===== config.mk =====
export PLATFORM = sky130hd
export DESIGN_NAME = conv_window_gen
export DESIGN_NICKNAME = d
export VERILOG_FILES = /design/src/rtl/conv_pkg.sv /design/src/rtl/conv_line_buffer.sv /design/src/rtl/conv_window_gen.sv
export SDC_FILE = /design/constraint.sdc
export NUM_CORES = 1
export LEC_CHECK = 0
export CORE_ASPECT_RATIO = 0.75
export CORE_MARGIN = 5
export CORE_UTILIZATION = 40
export CTS_CLUSTER_SIZE = 10
export DETAILED_ROUTE_END_ITERATION = 8
export PLACE_DENSITY = 0.67
export RECOVER_POWER = 50
export SETUP_SLACK_MARGIN = 0.3
export SYNTH_ARGS = -nofsm -noshare
export SYNTH_HDL_FRONTEND = slang
export SYNTH_SLANG_ARGS = --single-unit

===== constraint.sdc =====
create_clock -name clk -period 27.4 [get_ports clk]
set_clock_uncertainty 0.1 [all_clocks]
set_input_delay 4.11 -clock clk [delete_from_list [all_inputs] [get_ports clk]]
set_output_delay 4.11 -clock clk [all_outputs]
set_load 0.02 [all_outputs]

===== src/rtl/conv_pkg.sv =====
// Shared definitions for the convolution path: default pixel width, Q16.16
// constants and the pixel/window payload types.
package conv_pkg;

  localparam int unsigned DATA_W_DFLT = 32;
  localparam int unsigned FRAC_BITS   = 16;
  localparam int unsigned WIN_TAPS    = 9;

  typedef logic [DATA_W_DFLT-1:0] pixel_t;
  typedef pixel_t [WIN_TAPS-1:0]  win_t;

  localparam pixel_t ONE = DATA_W_DFLT'(32'h0001_0000);

endpackage


===== src/rtl/conv_line_buffer.sv =====
// Two-row line buffer for the 3x3 window generator.
// Ports:
//   i_clk    - clock
//   i_we     - write enable (one pixel accepted)
//   i_addr   - column address, shared by read and write
//   i_wdata  - incoming pixel, written into row tap 0
//   o_tap0_c - previous row at i_addr (combinational read)
//   o_tap1_c - row before that at i_addr (combinational read)
module conv_line_buffer
  import conv_pkg::*;
#(
  parameter int unsigned DEPTH = 8,
  parameter int unsigned DW    = DATA_W_DFLT,
  localparam int unsigned AW   = (DEPTH > 1) ? $clog2(DEPTH) : 1
) (
  input  logic          i_clk,
  input  logic          i_we,
  input  logic [AW-1:0] i_addr,
  input  logic [DW-1:0] i_wdata,
  output logic [DW-1:0] o_tap0_c,
  output logic [DW-1:0] o_tap1_c
);

  // Contents are intentionally not reset; the row counter gates their use.
  logic [DW-1:0] r_mem0 [DEPTH];
  logic [DW-1:0] r_mem1 [DEPTH];

  assign o_tap0_c = r_mem0[i_addr];
  assign o_tap1_c = r_mem1[i_addr];

  // Read-before-write: tap 0 cascades into tap 1 at the same column.
  always_ff @(posedge i_clk) begin
    if (i_we) begin
      r_mem1[i_addr] <= r_mem0[i_addr];
      r_mem0[i_addr] <= i_wdata;
    end
  end

endmodule


===== src/rtl/conv_window_gen.sv =====
// Streaming 3x3 window generator ("valid" convolution, no padding).
// Ports:
//   clk, rst                - clock, synchronous active-high reset
//   in_valid/in_ready       - raster pixel stream handshake
//   in_data, in_last        - pixel word and end-of-frame marker
//   out_valid/out_ready     - window handshake
//   out_w0..out_w8          - window, row-major, out_w8 = newest pixel
//   out_last                - final window of the frame
//   err_last                - sticky in_last position mismatch
module conv_window_gen
  import conv_pkg::*;
#(
  parameter int unsigned DATA_W = DATA_W_DFLT,
  parameter int unsigned IMG_W  = 8,
  parameter int unsigned IMG_H  = 8
) (
  input  logic              clk,
  input  logic              rst,
  input  logic              in_valid,
  output logic              in_ready,
  input  logic [DATA_W-1:0] in_data,
  input  logic              in_last,
  output logic              out_valid,
  input  logic              out_ready,
  output logic [DATA_W-1:0] out_w0,
  output logic [DATA_W-1:0] out_w1,
  output logic [DATA_W-1:0] out_w2,
  output logic [DATA_W-1:0] out_w3,
  output logic [DATA_W-1:0] out_w4,
  output logic [DATA_W-1:0] out_w5,
  output logic [DATA_W-1:0] out_w6,
  output logic [DATA_W-1:0] out_w7,
  output logic [DATA_W-1:0] out_w8,
  output logic              out_last,
  output logic              err_last
);

  localparam int unsigned COL_W = $clog2(IMG_W);
  localparam int unsigned ROW_W = $clog2(IMG_H);
  localparam logic [COL_W-1:0] COL_MAX = COL_W'(IMG_W - 1);
  localparam logic [ROW_W-1:0] ROW_MAX = ROW_W'(IMG_H - 1);

  logic [COL_W-1:0]         r_col;
  logic [ROW_W-1:0]         r_row;
  logic [8:0][DATA_W-1:0]   r_win;
  logic                     r_out_valid;
  logic                     r_out_last;
  logic                     r_err_last;

  logic                     w_accept;
  logic                     w_final;
  logic                     w_resync;
  logic                     w_emit;
  logic [DATA_W-1:0]        w_lb0;
  logic [DATA_W-1:0]        w_lb1;

  // Single output stage: accept whenever the window slot is free or draining.
  assign in_ready = !rst && (!r_out_valid || out_ready);
  assign w_accept = in_valid && in_ready;
  assign w_final  = (r_row == ROW_MAX) && (r_col == COL_MAX);
  // Early in_last resynchronises the frame and suppresses that pixel's window.
  assign w_resync = in_last && !w_final;
  assign w_emit   = (r_row >= ROW_W'(2)) && (r_col >= COL_W'(2)) && !w_resync;

  conv_line_buffer #(
    .DEPTH (IMG_W),
    .DW    (DATA_W)
  ) u_line_buffer (
    .i_clk    (clk),
    .i_we     (w_accept),
    .i_addr   (r_col),
    .i_wdata  (in_data),
    .o_tap0_c (w_lb0),
    .o_tap1_c (w_lb1)
  );

  // Window shift, raster counters, output qualifiers and error flag.
  always_ff @(posedge clk) begin
    if (rst) begin
      r_col       <= '0;
      r_row       <= '0;
      r_win       <= '0;
      r_out_valid <= 1'b0;
      r_out_last  <= 1'b0;
      r_err_last  <= 1'b0;
    end else if (w_accept) begin
      r_win[0] <= r_win[1];
      r_win[1] <= r_win[2];
      r_win[2] <= w_lb1;
      r_win[3] <= r_win[4];
      r_win[4] <= r_win[5];
      r_win[5] <= w_lb0;
      r_win[6] <= r_win[7];
      r_win[7] <= r_win[8];
      r_win[8] <= in_data;

      if (w_resync) begin
        r_col      <= '0;
        r_row      <= '0;
        r_err_last <= 1'b1;
      end else if (w_final) begin
        r_col <= '0;
        r_row <= '0;
        if (!in_last) begin
          r_err_last <= 1'b1;
        end
      end else if (r_col == COL_MAX) begin
        r_col <= '0;
        r_row <= r_row + ROW_W'(1);
      end else begin
        r_col <= r_col + COL_W'(1);
      end

      r_out_valid <= w_emit;
      r_out_last  <= w_emit && w_final;
    end else if (out_ready) begin
      r_out_valid <= 1'b0;
      r_out_last  <= 1'b0;
    end
  end

  assign out_valid = r_out_valid;
  assign out_last  = r_out_last;
  assign err_last  = r_err_last;
  assign out_w0    = r_win[0];
  assign out_w1    = r_win[1];
  assign out_w2    = r_win[2];
  assign out_w3    = r_win[3];
  assign out_w4    = r_win[4];
  assign out_w5    = r_win[5];
  assign out_w6    = r_win[6];
  assign out_w7    = r_win[7];
  assign out_w8    = r_win[8];

endmodule

==> run metrics <==
hold path depth=2; Core ar.=approximately 0.074 mm2; First-pass DRT Iterations=5; dpl cells=3283; number of port buffers=roughly 330; sequential area share after synthesis=between 70% and 80%; critical path arrival=10.79 ns; starting density of the core=roughly two fifths; share of post-route cells with drive strength above 1=7.29%; max_slew headroom=-156%; Highest Clock Rate=93.8 MHz; post-synthesis xor/xnor area fraction=0%; # hold bufs at CTS=0; area share of and/or/nand/nor cells after synthesis=between 7 and 8%; Worst setup EP type=register; fin area=~0.036 mm2; final setup vio count=0; # IOs=between 300 and 400; fin cells=~3400; largest net degree at the start of global routing=roughly 130; min cycle time layout=10.66 ns; chip height=~250 um; Residual DRC=0; status=finished, violations left; vias in the first global route=about 18000; Routed wire per std cell=around 22 um; Hold Path Class=register to register; final WL=around 76 mm; critical-path cell list=dlygate4sd3_1 > nor3b_4 > clkbuf_1 > nand2_1 > nor3_2 > buf_4; post-synthesis compound-gate area fraction=~7.7%; Static Leak=12.5 nW; Setup TNS=0 ns; peak supply drop=~0.000046 V; cts bufs inserted=91; Post-Syn Area per Cell=around 14 um2; post-CTS setup buffer count=0; max-cap viol count=2; Layout area overhead=22.2%; yosys warns=0; flops & latches, synth=roughly 810; post-route clock period utilization=approximately two fifths; CTS tree=built; Syn Inst Count=about 2100; hold_sp=out_w3[3]$_SDFFE_PP0P_; RePlAce Congestion=0.820; total die area=between 0.08 and 0.09 mm2; CP required=between 20 and 30 ns; synthesized area=0.0298 mm2; Fin. Hold Viols=0; global routing usage on met2=between 30% and 40%; violations in the final reports=max-capacitance violations, max-slew violations; CTS Sinks=roughly 810; all-layer global routing usage=18.3%; Critical Path Slowest Stage Cell=clkbuf_1; CP Max Fanout=86; grt met1 use=a little under a quarter; placed instance area=between 0.03 and 0.04 mm2; # H-tree levels=3; worst slew pin tran=roughly 3.8 ns; Top delay family on crit path=buffers and inverters; via count=approximately 18000; WS Path Type=input port to register; R2R depth=6; adder and majority gate portion of the synthesized area=less than 1%; reg2reg setup slack=between 20 and 25 ns; Gates resized, CTS repair=0; Worst-path clk slew=~0.050 ns; worst hold path endpoint=out_w3[3]$_SDFFE_PP0P_; startpoint types=input port; Unique masters post-synth=between 40 and 50; clk buf depth=3; post-route ant nets=0; Top Usage Layer GRT=met2; Final nets=2453; global-route wire length before repair=112 mm; total gr overflow=0; routed vias/inst=a little over 5; row count=between 80 and 90; largest family of logic cells by synthesized area=multiplexers; Reg-to-Reg Start=out_valid$_SDFFE_PP0P_; initial antenna violation count=8; Root Buffer=clkbuf_16; pwr/cell area=just over 70 mW/mm2; DRT iter0 DRCs=1359; R2R Path End=u_line_buffer.r_mem0[5][11]$_DFFE_PP_; Slew Limit Fails=~150; RSZ-0062 raised after global routing=no; met3 Resource Use GR=under 10%; post-synthesis net count=about 2200; Die Wd=between 300 and 400 um; final hold slack=roughly 0.34 ns; max incr delay on CP=between 2 and 3 ns; clock latency on the worst-skew pair=0.62 ns; WP buf/inv=3; Post-DP HPWL=between 40 and 50 mm; mux share of post-synthesis cell area=approximately a tenth
[registers in the layout (all words and copies together), names as in the netlist, 32 cells and up, named ones only]
name,cells
out_w4,32
out_w0,32
u_line_buffer.r_mem1,256
out_w6,32
out_w3,32
out_w8,32
u_line_buffer.r_mem0,256
out_w5,32
out_w2,32
out_w1,32
out_w7,32
[through the flow]
stage          total power [mW]  utilization [%]  worst slack (ns)
4_1_cts                    2.64             49.5             17.43
2_1_floorplan              1.47                -             15.18
3_3_place_gp               1.56             45.9             17.48
5_1_grt                    2.70             49.5             16.17
3_5_place_dp               1.56             45.9             17.44
6_report                   2.61             49.5             16.74
[worst min-delay path, cell delays in order, from the launching register on]
cell,delay (ns)
dfxtp_1,0.30
nand2_1,0.05
o21ai_1,0.05
[cell families (layout without fill, tap and decap cells)]
group,after synthesis,count (layout)
flops,812,812
simple gates,562,562
compound gates,400,400
mux,174,174
buf+inv,149,514
fa+ha+maj,8,8
other cells,0,3
[layer usage]
| metal | vias to the layer above | part of all wire, % | routed length [um] |
|---|---|---|---|
| met1 | 8871 | 42 | 32000 |
| met2 | 543 | 49 | 37500 |
| met4 | 2 | 1.6 | 1250 |
| met3 | 93 | 6.9 | 5260 |
| li1 | 8374 | - | - |
| met5 | - | 0.017 | 13 |
[report_power, final]
| group | internal, mW | leakage [nW] | switching (mW) | total, mW |
|---|---|---|---|---|
| combinational | 0.0610 | 4.19 | 0.109 | 0.170 |
| clock | 0.629 | 1.24 | 0.454 | 1.08 |
| sequential | 1.33 | 7.08 | 0.0247 | 1.36 |
[cells in the mapped netlist (all sizes together)]
library cell  count  area [um2]
a211oi            1        7.51
mux2             32         360
nand2b            2        12.5
nor4              2        12.5
nor2             10        37.5
nand2           518        1950
or3               1        6.26
clkbuf           79         297
edfxtp          512       15400
o22a             21         184
buf              67         472
o21a             22         165
or3b              1        8.76
mux2i            56         561
ha                8         100
nor2b             1        13.8
nor4b             2        23.8
nand4             1        6.26
mux4             86        2120
nor3              6        30.0
or4               1        7.51
nand3b            2        15.0
o21ai           267        1340
and3b             1        8.76
dfxtp           300        6010
a221oi           42         368
a21oi            47         235
nand3            11        55.1
nor3b             2        31.3
inv               3        11.3
and2              1        6.26
[cell type report]
cell class                 count  area, um2
clock inverter                 5       72.6
inverter                       3       18.8
fill                        6098      37300
antenna                        3       7.51
timing repair buffer         356       3490
clock buffer                 150       2540
multi-input combinational   1144       7720
tap                          968       1210
sequential                   812      21400
[worst max path at each step]
| stage | from | end | slack, ns | cells after the start |
|---|---|---|---|---|
| after floorplan | out_ready | u_line_buffer.r_mem0[2][0]$_DFFE_PP_ | 15.18 | 5 |
| after global placement | rst | in_ready | 17.48 | 3 |
| after detailed placement | rst | in_ready | 17.44 | 3 |
| after CTS | rst | in_ready | 17.43 | 3 |
| after global routing | rst | u_line_buffer.r_mem0[5][11]$_DFFE_PP_ | 16.17 | 6 |
| final | rst | u_line_buffer.r_mem0[5][11]$_DFFE_PP_ | 16.74 | 6 |
[cells in the final DEF, fill, tap and decap left out, types with 3 or more instances in the layout]
cell type        count
nand3_1             11
o21a_1              22
diode_2              3
nor2_1               8
buf_4               27
mux2_1              32
dlygate4sd3_1      313
nand2_1            516
ha_1                 8
nor3_1               3
mux4_1              50
o21ai_1             80
edfxtp_1           512
a21oi_1             47
dfxtp_1            298
nor3_2               3
o22a_1              21
clkbuf_1            58
a221oi_1            42
clkdlybuf4s50_1     15
o21ai_0            185
clkbuf_16           93
mux4_2              36
mux2i_1             56
(Power assumes the default switching activity.)
